**config.mk**
```make
export PLATFORM = sky130hd
export DESIGN_NAME = game_fsm_ctrl_flat
export DESIGN_NICKNAME = d
export VERILOG_FILES = /design/src/rtl/game_fsm_ctrl_if.sv /design/src/rtl/game_fsm_ctrl.sv /design/src/flat_wrapper.sv
export SDC_FILE = /design/constraint.sdc
export NUM_CORES = 1
export LEC_CHECK = 0
export ABC_AREA = 1
export CAP_MARGIN = 25
export CORE_MARGIN = 10
export CORE_UTILIZATION = 30
export DETAILED_ROUTE_END_ITERATION = 8
export PLACE_DENSITY_LB_ADDON = 0.3
export SLEW_MARGIN = 20
export SYNTH_ARGS = -nofsm -noshare
export SYNTH_HDL_FRONTEND = slang
export SYNTH_SLANG_ARGS = --single-unit
```
**constraint.sdc**
```tcl
create_clock -name clk_d -period 1.8 [get_ports clk_d]
set_input_delay 0.18 -clock clk_d [delete_from_list [all_inputs] [get_ports clk_d]]
set_output_delay 0.18 -clock clk_d [all_outputs]
set_load 0.03 [all_outputs]
```
**src/rtl/game_fsm_ctrl_if.sv**
```systemverilog
// Player-input and status/display signal bundle for the game-flow controller.
// master = input decoder/display side, slave = controller.
interface game_fsm_ctrl_if #(
  parameter int STEP_W = 8,
  parameter int TIME_W = 10
);
  logic              start_sw;
  logic              pause_sw;
  logic              win_flag;
  logic              active;
  logic              tick;
  logic [2:0]        game_status;
  logic [STEP_W-1:0] step_number;
  logic [TIME_W-1:0] elapsed_sec;
  logic              step_wrap;

  modport master (
    output start_sw, pause_sw, win_flag, active, tick,
    input  game_status, step_number, elapsed_sec, step_wrap
  );

  modport slave (
    input  start_sw, pause_sw, win_flag, active, tick,
    output game_status, step_number, elapsed_sec, step_wrap
  );
endinterface

```
**src/rtl/game_fsm_ctrl.sv**
```systemverilog
// Game-flow controller: board select / play / pause / win / lose phases plus move and play-time counters.
// Every output is registered one edge after its inputs; level/pulse inputs only, no backpressure.
module game_fsm_ctrl #(
  parameter int STEP_W     = 8,
  parameter int STEP_MAX   = 255,
  parameter int STEP_MODE  = 0,
  parameter int TIME_W     = 10,
  parameter int TIME_LIMIT = 0
) (
  input logic            clk_d,
  input logic            rst_n,
  game_fsm_ctrl_if.slave bus
);

  typedef enum logic [2:0] {
    CHOSE_BOARD  = 3'd0,
    GAME_INITIAL = 3'd1,
    GAMING       = 3'd2,
    PAUSED       = 3'd3,
    WINNED       = 3'd4,
    LOST         = 3'd5
  } state_t;

  localparam logic [STEP_W-1:0] STEP_LAST = STEP_W'(STEP_MAX);
  localparam logic [STEP_W-1:0] STEP_PEN  = STEP_W'(STEP_MAX - 1);
  localparam logic [TIME_W-1:0] TIME_PEN  = TIME_W'(TIME_LIMIT - 1);
  localparam logic [TIME_W-1:0] TIME_TOP  = '1;

  state_t            state;
  logic [STEP_W-1:0] step_cnt;
  logic [TIME_W-1:0] sec_cnt;
  logic              wrap;

  logic   playing;
  logic   step_go;
  logic   tick_go;
  logic   step_lose;
  logic   time_lose;
  state_t resume;

  assign playing   = (state == GAME_INITIAL) || (state == GAMING);
  assign step_go   = playing && bus.active;
  assign tick_go   = playing && bus.tick;
  // Lose fires on the event that would make the counter reach its limit.
  assign step_lose = (STEP_MODE == 2) && step_go && (step_cnt == STEP_PEN);
  assign time_lose = (TIME_LIMIT != 0) && tick_go && (sec_cnt == TIME_PEN);
  assign resume    = (step_cnt == '0) ? GAME_INITIAL : GAMING;

  always_ff @(posedge clk_d or negedge rst_n) begin
    if (!rst_n) begin
      state    <= CHOSE_BOARD;
      step_cnt <= '0;
      sec_cnt  <= '0;
      wrap     <= 1'b0;
    end else if (!bus.start_sw) begin
      state    <= CHOSE_BOARD;
      step_cnt <= '0;
      sec_cnt  <= '0;
      wrap     <= 1'b0;
    end else begin
      case (state)
        WINNED, LOST: state <= state;
        GAME_INITIAL, GAMING: begin
          if (bus.win_flag)              state <= WINNED;
          else if (step_lose || time_lose) state <= LOST;
          else if (bus.pause_sw)         state <= PAUSED;
          else                           state <= resume;
        end
        PAUSED: begin
          if (bus.win_flag)      state <= WINNED;
          else if (bus.pause_sw) state <= PAUSED;
          else                   state <= resume;
        end
        CHOSE_BOARD: state <= resume;
        default:     state <= CHOSE_BOARD;
      endcase

      wrap <= 1'b0;
      if (step_go) begin
        if (step_cnt == STEP_LAST) begin
          if (STEP_MODE == 0) step_cnt <= '0;
          wrap <= (STEP_MODE != 2);
        end else begin
          step_cnt <= step_cnt + STEP_W'(1);
        end
      end

      if (tick_go && (sec_cnt != TIME_TOP)) sec_cnt <= sec_cnt + TIME_W'(1);
    end
  end

  assign bus.game_status = state;
  assign bus.step_number = step_cnt;
  assign bus.elapsed_sec = sec_cnt;
  assign bus.step_wrap   = wrap;

endmodule
```
**src/flat_wrapper.sv**
```systemverilog
// flat-port wrapper written by rule: the top's interface ports become plain ports
module game_fsm_ctrl_flat 
#(
  parameter int STEP_W     = 8,
  parameter int STEP_MAX   = 255,
  parameter int STEP_MODE  = 0,
  parameter int TIME_W     = 10,
  parameter int TIME_LIMIT = 0
)
  (clk_d, rst_n, bus_start_sw, bus_pause_sw, bus_win_flag, bus_active, bus_tick, bus_game_status, bus_step_number, bus_elapsed_sec, bus_step_wrap);
  game_fsm_ctrl_if #(.STEP_W(STEP_W), .TIME_W(TIME_W)) bus_i ();
  input logic clk_d;
  input logic rst_n;
  input wire logic [$bits(bus_i.start_sw)-1:0] bus_start_sw;
  input wire logic [$bits(bus_i.pause_sw)-1:0] bus_pause_sw;
  input wire logic [$bits(bus_i.win_flag)-1:0] bus_win_flag;
  input wire logic [$bits(bus_i.active)-1:0] bus_active;
  input wire logic [$bits(bus_i.tick)-1:0] bus_tick;
  output wire logic [$bits(bus_i.game_status)-1:0] bus_game_status;
  output wire logic [$bits(bus_i.step_number)-1:0] bus_step_number;
  output wire logic [$bits(bus_i.elapsed_sec)-1:0] bus_elapsed_sec;
  output wire logic [$bits(bus_i.step_wrap)-1:0] bus_step_wrap;
  assign bus_i.start_sw = bus_start_sw;
  assign bus_i.pause_sw = bus_pause_sw;
  assign bus_i.win_flag = bus_win_flag;
  assign bus_i.active = bus_active;
  assign bus_i.tick = bus_tick;
  assign bus_game_status = bus_i.game_status;
  assign bus_step_number = bus_i.step_number;
  assign bus_elapsed_sec = bus_i.elapsed_sec;
  assign bus_step_wrap = bus_i.step_wrap;
  game_fsm_ctrl #(.STEP_W(STEP_W), .STEP_MAX(STEP_MAX), .STEP_MODE(STEP_MODE), .TIME_W(TIME_W), .TIME_LIMIT(TIME_LIMIT)) u_core (.clk_d(clk_d), .rst_n(rst_n), .bus(bus_i));
endmodule
```
## Word level (Yosys, flattened, before mapping)

Index checks and enable logic that the tools add are counted.

- Reduce and logical (&&, ||, !) cells: 8
- Mux-type cells: 13
- $add $sub $neg: 2
- Equal/unequal tests: 10

Operators by type and width:

| operator | number |
|---|---|
| $mux 8 | 3 |
| $mux 10 | 2 |
| $add 10x1->10 const B | 1 |
| $ne 10x10->1 const B | 1 |
| $mux 3 | 3 |
| $pmux 3 s3 | 1 |
| $add 8x1->8 const B | 1 |
| $eq 8x8->1 const B | 1 |
| $logic_not 8->1 | 1 |
| $eq 3x2->1 const B | 2 |
| $eq 3x3->1 const B | 2 |
| $ne 2x1->1 const B | 2 |
| $eq 3x1->1 const B | 1 |
| $logic_and 1x1->1 | 3 |
| $logic_not 3->1 | 1 |
| $mux 1 | 3 |
| $reduce_or 3->1 | 1 |
| $mux 2 | 1 |
| $ne 2x2->1 const B | 1 |
| $reduce_or 2->1 | 1 |
| $logic_or 1x1->1 | 1 |

- Logic and storage cells: 37
- Input bits: 7
- Register bits after elaboration: 22
- Output and inout port bits: 22

## Depth between registers and ports, before layout

- Word-level depth: 6
- Mapped depth: 9
- Depth with buffers taken out: 9

## Worst setup path after synthesis

No wires, ideal clock.

- Path type: register to register
- Start: register u_core.sec_cnt[1], in the netlist u_core.bus.elapsed_sec[1]
- End: register u_core.sec_cnt[5], in the netlist u_core.bus.elapsed_sec[5]
- Clock period less this slack: 1567 ps
- Library setup time: 118 ps
- Stages on the path, launching flop included: 10
- Setup slack: 233 ps
- Path buffers: 1
- Data required time: 1682 ps
- Arrival time: 1449 ps
- Cell sequence: dfrtp_1 -> ha_1 -> nand2_1 -> nor2_2 -> nand2_2 -> nor2_4 -> nor2_4 -> buf_6 -> nand4_1 -> nand2_1

- Word-level cells in the longest chain between the ends: 3
- Elaborated cells between the ends (all ways): 6
- Those cells by class: add/sub: 1; eq/ne: 2; mux: 2; reduce/logical: 1

Ends and longest elaborated chain:

| element | line | text |
|---|---|---|
| start, declared | game_fsm_ctrl.sv:31 | `logic [TIME_W-1:0] sec_cnt;` |
| start signal, assigned | game_fsm_ctrl.sv:88 | `if (tick_go && (sec_cnt != TIME_TOP)) sec_cnt <= sec_cnt + TIME_W'(1);` |
| $add 10x1->10 or $ne 10x10->1 (tied branches) | game_fsm_ctrl.sv:88 |  |
| $mux 10 or $logic_and 1x1->1 (tied branches) | game_fsm_ctrl.sv:88 |  |
| $mux 10 or $ne 2x1->1 (tied branches) | n/a |  |

Several ways; a longest one is shown, not always the timed one. The select of a mux whose other input is x is not followed.
A chain may end at the register's enable or synchronous reset.

## Worst setup path after layout

- Start: register u_core.sec_cnt[5], in the netlist u_core.bus.elapsed_sec[5]
- End: output port bus_elapsed_sec[5]

RTL lines:

| element | line | text |
|---|---|---|
| end, declared | flat_wrapper.sv:21 | `output wire logic [$bits(bus_i.elapsed_sec)-1:0] bus_elapsed_sec;` |

No word-level cell between the ends.

==> qor.csv <==
stage,metric,value,unit
worst_setup_path,"Critical Path, Cell by Cell",clkdlybuf4s50_1,
sta,unrepaired setup endpoints after global routing,no,
worst_setup_path,slack of the worst reg-to-reg path,0.25,ns
clock_tree,post-CTS setup repair buffer count,0,
layout,final net count,226,
global_routing,number of antenna violations at the first check in global routing,0,
global_routing,overall fraction of global-route tracks in use,9.15,%
yosys,total of warnings raised by yosys,0,
clock_tree,clock tree from TritonCTS,yes,
sta,clock period minus worst slack,1.65,ns
sta,number of max-slew violations in the final report,0,
yosys,number of synthesized flops with an enable pin,0,
detailed_routing,routed vias,1251,
detailed_routing,Routed Antenna Nets,0,
yosys,async set-or-reset flop fraction in the synthesized netlist,100,%
sta,"crit path setup slack, layout",0.152,ns
worst_setup_path,cell count of the worst reg-to-reg path,9,
clock_tree,"CTS clk-pin slew, worst paths",0.08,ns
sta,Max-slew headroom,70.0,%
detailed_routing,first drt pass iteration count,4,
worst_setup_path,Setup crit start kind,register,
yosys,share of the yosys chip area belonging to registers,40.5,%
sta,Hold Slack,0.257,ns
power_and_ir_drop,Cell Pwr Density,818,nW/µm²
sta,Setup-failing EPs final,0,
layout,area overhead of the layout relative to synthesis,29.5,%
clock_tree,H-Tree Depth,1,
placed_design,Post-DP HPWL,2.56,mm
sta,highest attainable clock frequency,607,MHz
clock_tree,clk root buf,clkbuf_8,
worst_setup_path,data arrival at the endpoint of the critical path,1.47,ns
detailed_routing,routed wirelength normalized by instance count,12.6,µm
worst_setup_path,Critical Path Slowest Stage Cell,clkdlybuf4s50_1,
layout,Layout Cell Area excl Fill,1760,µm²
power_and_ir_drop,maximum vdd ir drop,0.000401,V
detailed_routing,Via density,4.69,
layout,Filler cells,471,
global_routing,pin count of the biggest net entering global routing,23,
layout,number of antenna repair diodes,0,
worst_setup_path,Worst EP required,1.62,ns
clock_tree,hold buffers post-CTS,0,
detailed_routing,DRC violations left,0,
floorplan,Total Die Area,7630,µm²
detailed_routing,initial detailed-routing violation count,64,
floorplan,horizontal extent of the die,87.3,µm
detailed_routing,total wire length after detailed routing,3.35,mm
yosys,count of unique library cells instantiated by Yosys,23,
worst_setup_path,type of element capturing the critical path,output pin,
yosys,ys flop type,dfrtp_1,
sta,Final Skew,0.00435,ns
placed_design,Buffers on Ports,28,
clock_tree,Sinks on Clock Net,22,
worst_hold_path,path class of the lowest-slack min-delay path,in -> async,
placed_design,worst slack at placement,0.259,ns
sta,part of the cycle the worst path needs,91.6,%
floorplan,top-level port count,29,
layout,share of post-route cells with drive strength above 1,10.2,%
clock_tree,buffer levels on the longest clock path,2,
floorplan,starting utilization of the core area,31.0,%
global_routing,number of global-route vias before repair,1195,
power_and_ir_drop,static power due to leakage,0.849,nW
floorplan,Std-Cell Rows,24,
yosys,Synth Cell Area,1360,µm²
worst_setup_path,Critical R2R Capture,u_core.bus.elapsed_sec[3],
yosys,"FF+latch count, synth",22,
global_routing,GR Overflow Total,0,
flow_run,count of maximum capacitance violations,0,
placed_design,final RePlAce weighted congestion,0.866,
worst_setup_path,count of buffer and inverter cells on the critical path,1,
clock_tree,total CTS buffers,3,
clock_tree,post-CTS sizing,0,
placed_design,placed cell areas,1710,µm²
worst_setup_path,worst flop-to-flop path startpoint,u_core.bus.elapsed_sec[0],
power_and_ir_drop,post-route total power,1.44,mW
sta,Slew @ Worst Pin,0.449,ns
yosys,mean area per synthesized cell,7.43,µm²
floorplan,Vert. Die Dim,87.3,µm
worst_setup_path,path type of the worst setup path,reg -> out,
sta,final count of hold timing violations,0,
yosys,net count after synthesis,193,
global_routing,wire length of the first global-routing pass,5.72,mm
worst_setup_path,category of cells accounting for the largest share of critical-path delay,buffers and inverters,
worst_setup_path,Worst path max stage delay,0.72,ns
floorplan,core area,4380,µm²
yosys,Post-Synthesis Cells,183,
outcome,run status,finished clean,
clock_tree,worst skew pair latency,0.27,ns
sta,final setup TNS,0,ns
worst_setup_path,critical path peak fanout,8,
==> worst max-delay path by stage <==
stage | end | slack (ns) | startpoint | cells past startpoint
after CTS | bus_elapsed_sec[5] | 0.13 | u_core.bus.elapsed_sec[5] | 1
final | bus_elapsed_sec[5] | 0.15 | u_core.bus.elapsed_sec[5] | 1
after detailed placement | u_core.bus.elapsed_sec[3] | 0.26 | u_core.bus.elapsed_sec[0] | 9
after global placement | u_core.bus.elapsed_sec[9] | 0.28 | u_core.bus.elapsed_sec[0] | 9
after floorplan | u_core.bus.elapsed_sec[5] | 0.23 | u_core.bus.elapsed_sec[1] | 9
after global routing | bus_elapsed_sec[5] | 0.09 | u_core.bus.elapsed_sec[5] | 1
==> cell usage after synthesis, types with 2 or more instances <==
cell | number | area (µm²)
xor2_1 | 2 | 17.5
ha_1 | 3 | 37.5
inv_1 | 25 | 93.8
nor3_1 | 4 | 20.0
nor2_2 | 2 | 12.5
a21oi_1 | 2 | 10.0
nand2_1 | 64 | 240
nor2_4 | 3 | 33.8
o21bai_1 | 2 | 15.0
or2_2 | 2 | 12.5
nand3_1 | 12 | 60.1
buf_2 | 2 | 10.0
nand4_1 | 12 | 75.1
o21ai_0 | 4 | 20.0
nand3_2 | 5 | 50.1
dfrtp_1 | 22 | 551
nor2_1 | 11 | 41.3
==> stage by stage <==
| step | util, % | instances |
|---|---|---|
| after floorplan | - | 183 |
| after global placement | 38.9 | 263 |
| after detailed placement | 38.9 | 263 |
| after CTS | 40.2 | 267 |
| after global routing | 40.2 | 267 |
| final | 40.2 | 267 |
==> placed cells by master, fill, tap and decap left out, drive strengths merged <==
cell,Yosys,final
clkbuf,0,4
nor2,17,17
nand3,17,17
a21oi,2,2
dfrtp,22,22
nor3,4,4
clkdlybuf4s50,0,28
o21bai,2,2
or2,2,2
o21ai,4,4
o21a,1,1
a31oi,1,1
ha,3,3
nand2,65,65
a31o,1,1
xor2,2,2
inv,25,25
nand4,12,12
buf,3,3
==> flip-flops by register name (all words and copies together) (netlist names) <==
signal,cells
u_core.bus.game_status,3
u_core.bus.step_number,8
u_core.bus.elapsed_sec,10
u_core.bus.step_wrap,1
==> logic make-up after synthesis <==
kind of cell               Yosys count  share of synthesized area, %
and+or+nand+nor                    117                          42.0
buffers and inverters               28                          8.46
DFF                                 22                          40.5
AOI/OAI and AO/OA                   11                          4.97
adders and majority gates            3                          2.76
xor gates and xnor gates             2                          1.29
==> area by class of cell <==
cell class | instances | area, µm² | share of cell area [%]
multi-input cells | 133 | 694 | 39.4
flip-flops and latches | 22 | 551 | 31.2
repair buffers | 31 | 303 | 17.2
inverters | 25 | 93.8 | 5.33
well taps | 52 | 65.1 | 3.69
clock buffers | 4 | 55.1 | 3.12
==> metal layers <==
| metal | part of all wire (%) | GRT usage, % | up-vias |
|---|---|---|---|
| li1 | - | - | 654 |
| met2 | 46 | 14.5 | 26 |
| met3 | 8.1 | 4.12 | 2 |
| met4 | 0.27 | 2.32 | 0 |
| met5 | 0 | 0 | - |
| met1 | 45 | 11.0 | 569 |
==> report_power, final <==
part           internal, mW  total (mW)  leakage [nW]  switching (mW)
logic                 0.177       0.491         0.517           0.314
registers             0.537       0.588         0.303          0.0508
clock network         0.195       0.362        0.0288           0.167
total                 0.910        1.44         0.849           0.532
==> worst register-to-register path, delay by kind of cell, from the launching register on <==
family | cells | cell delay, ns
fa+ha+maj | 1 | 0.23
flops | 1 | 0.42
simple gates | 8 | 0.79
Power figures use the tool's default switching activity.
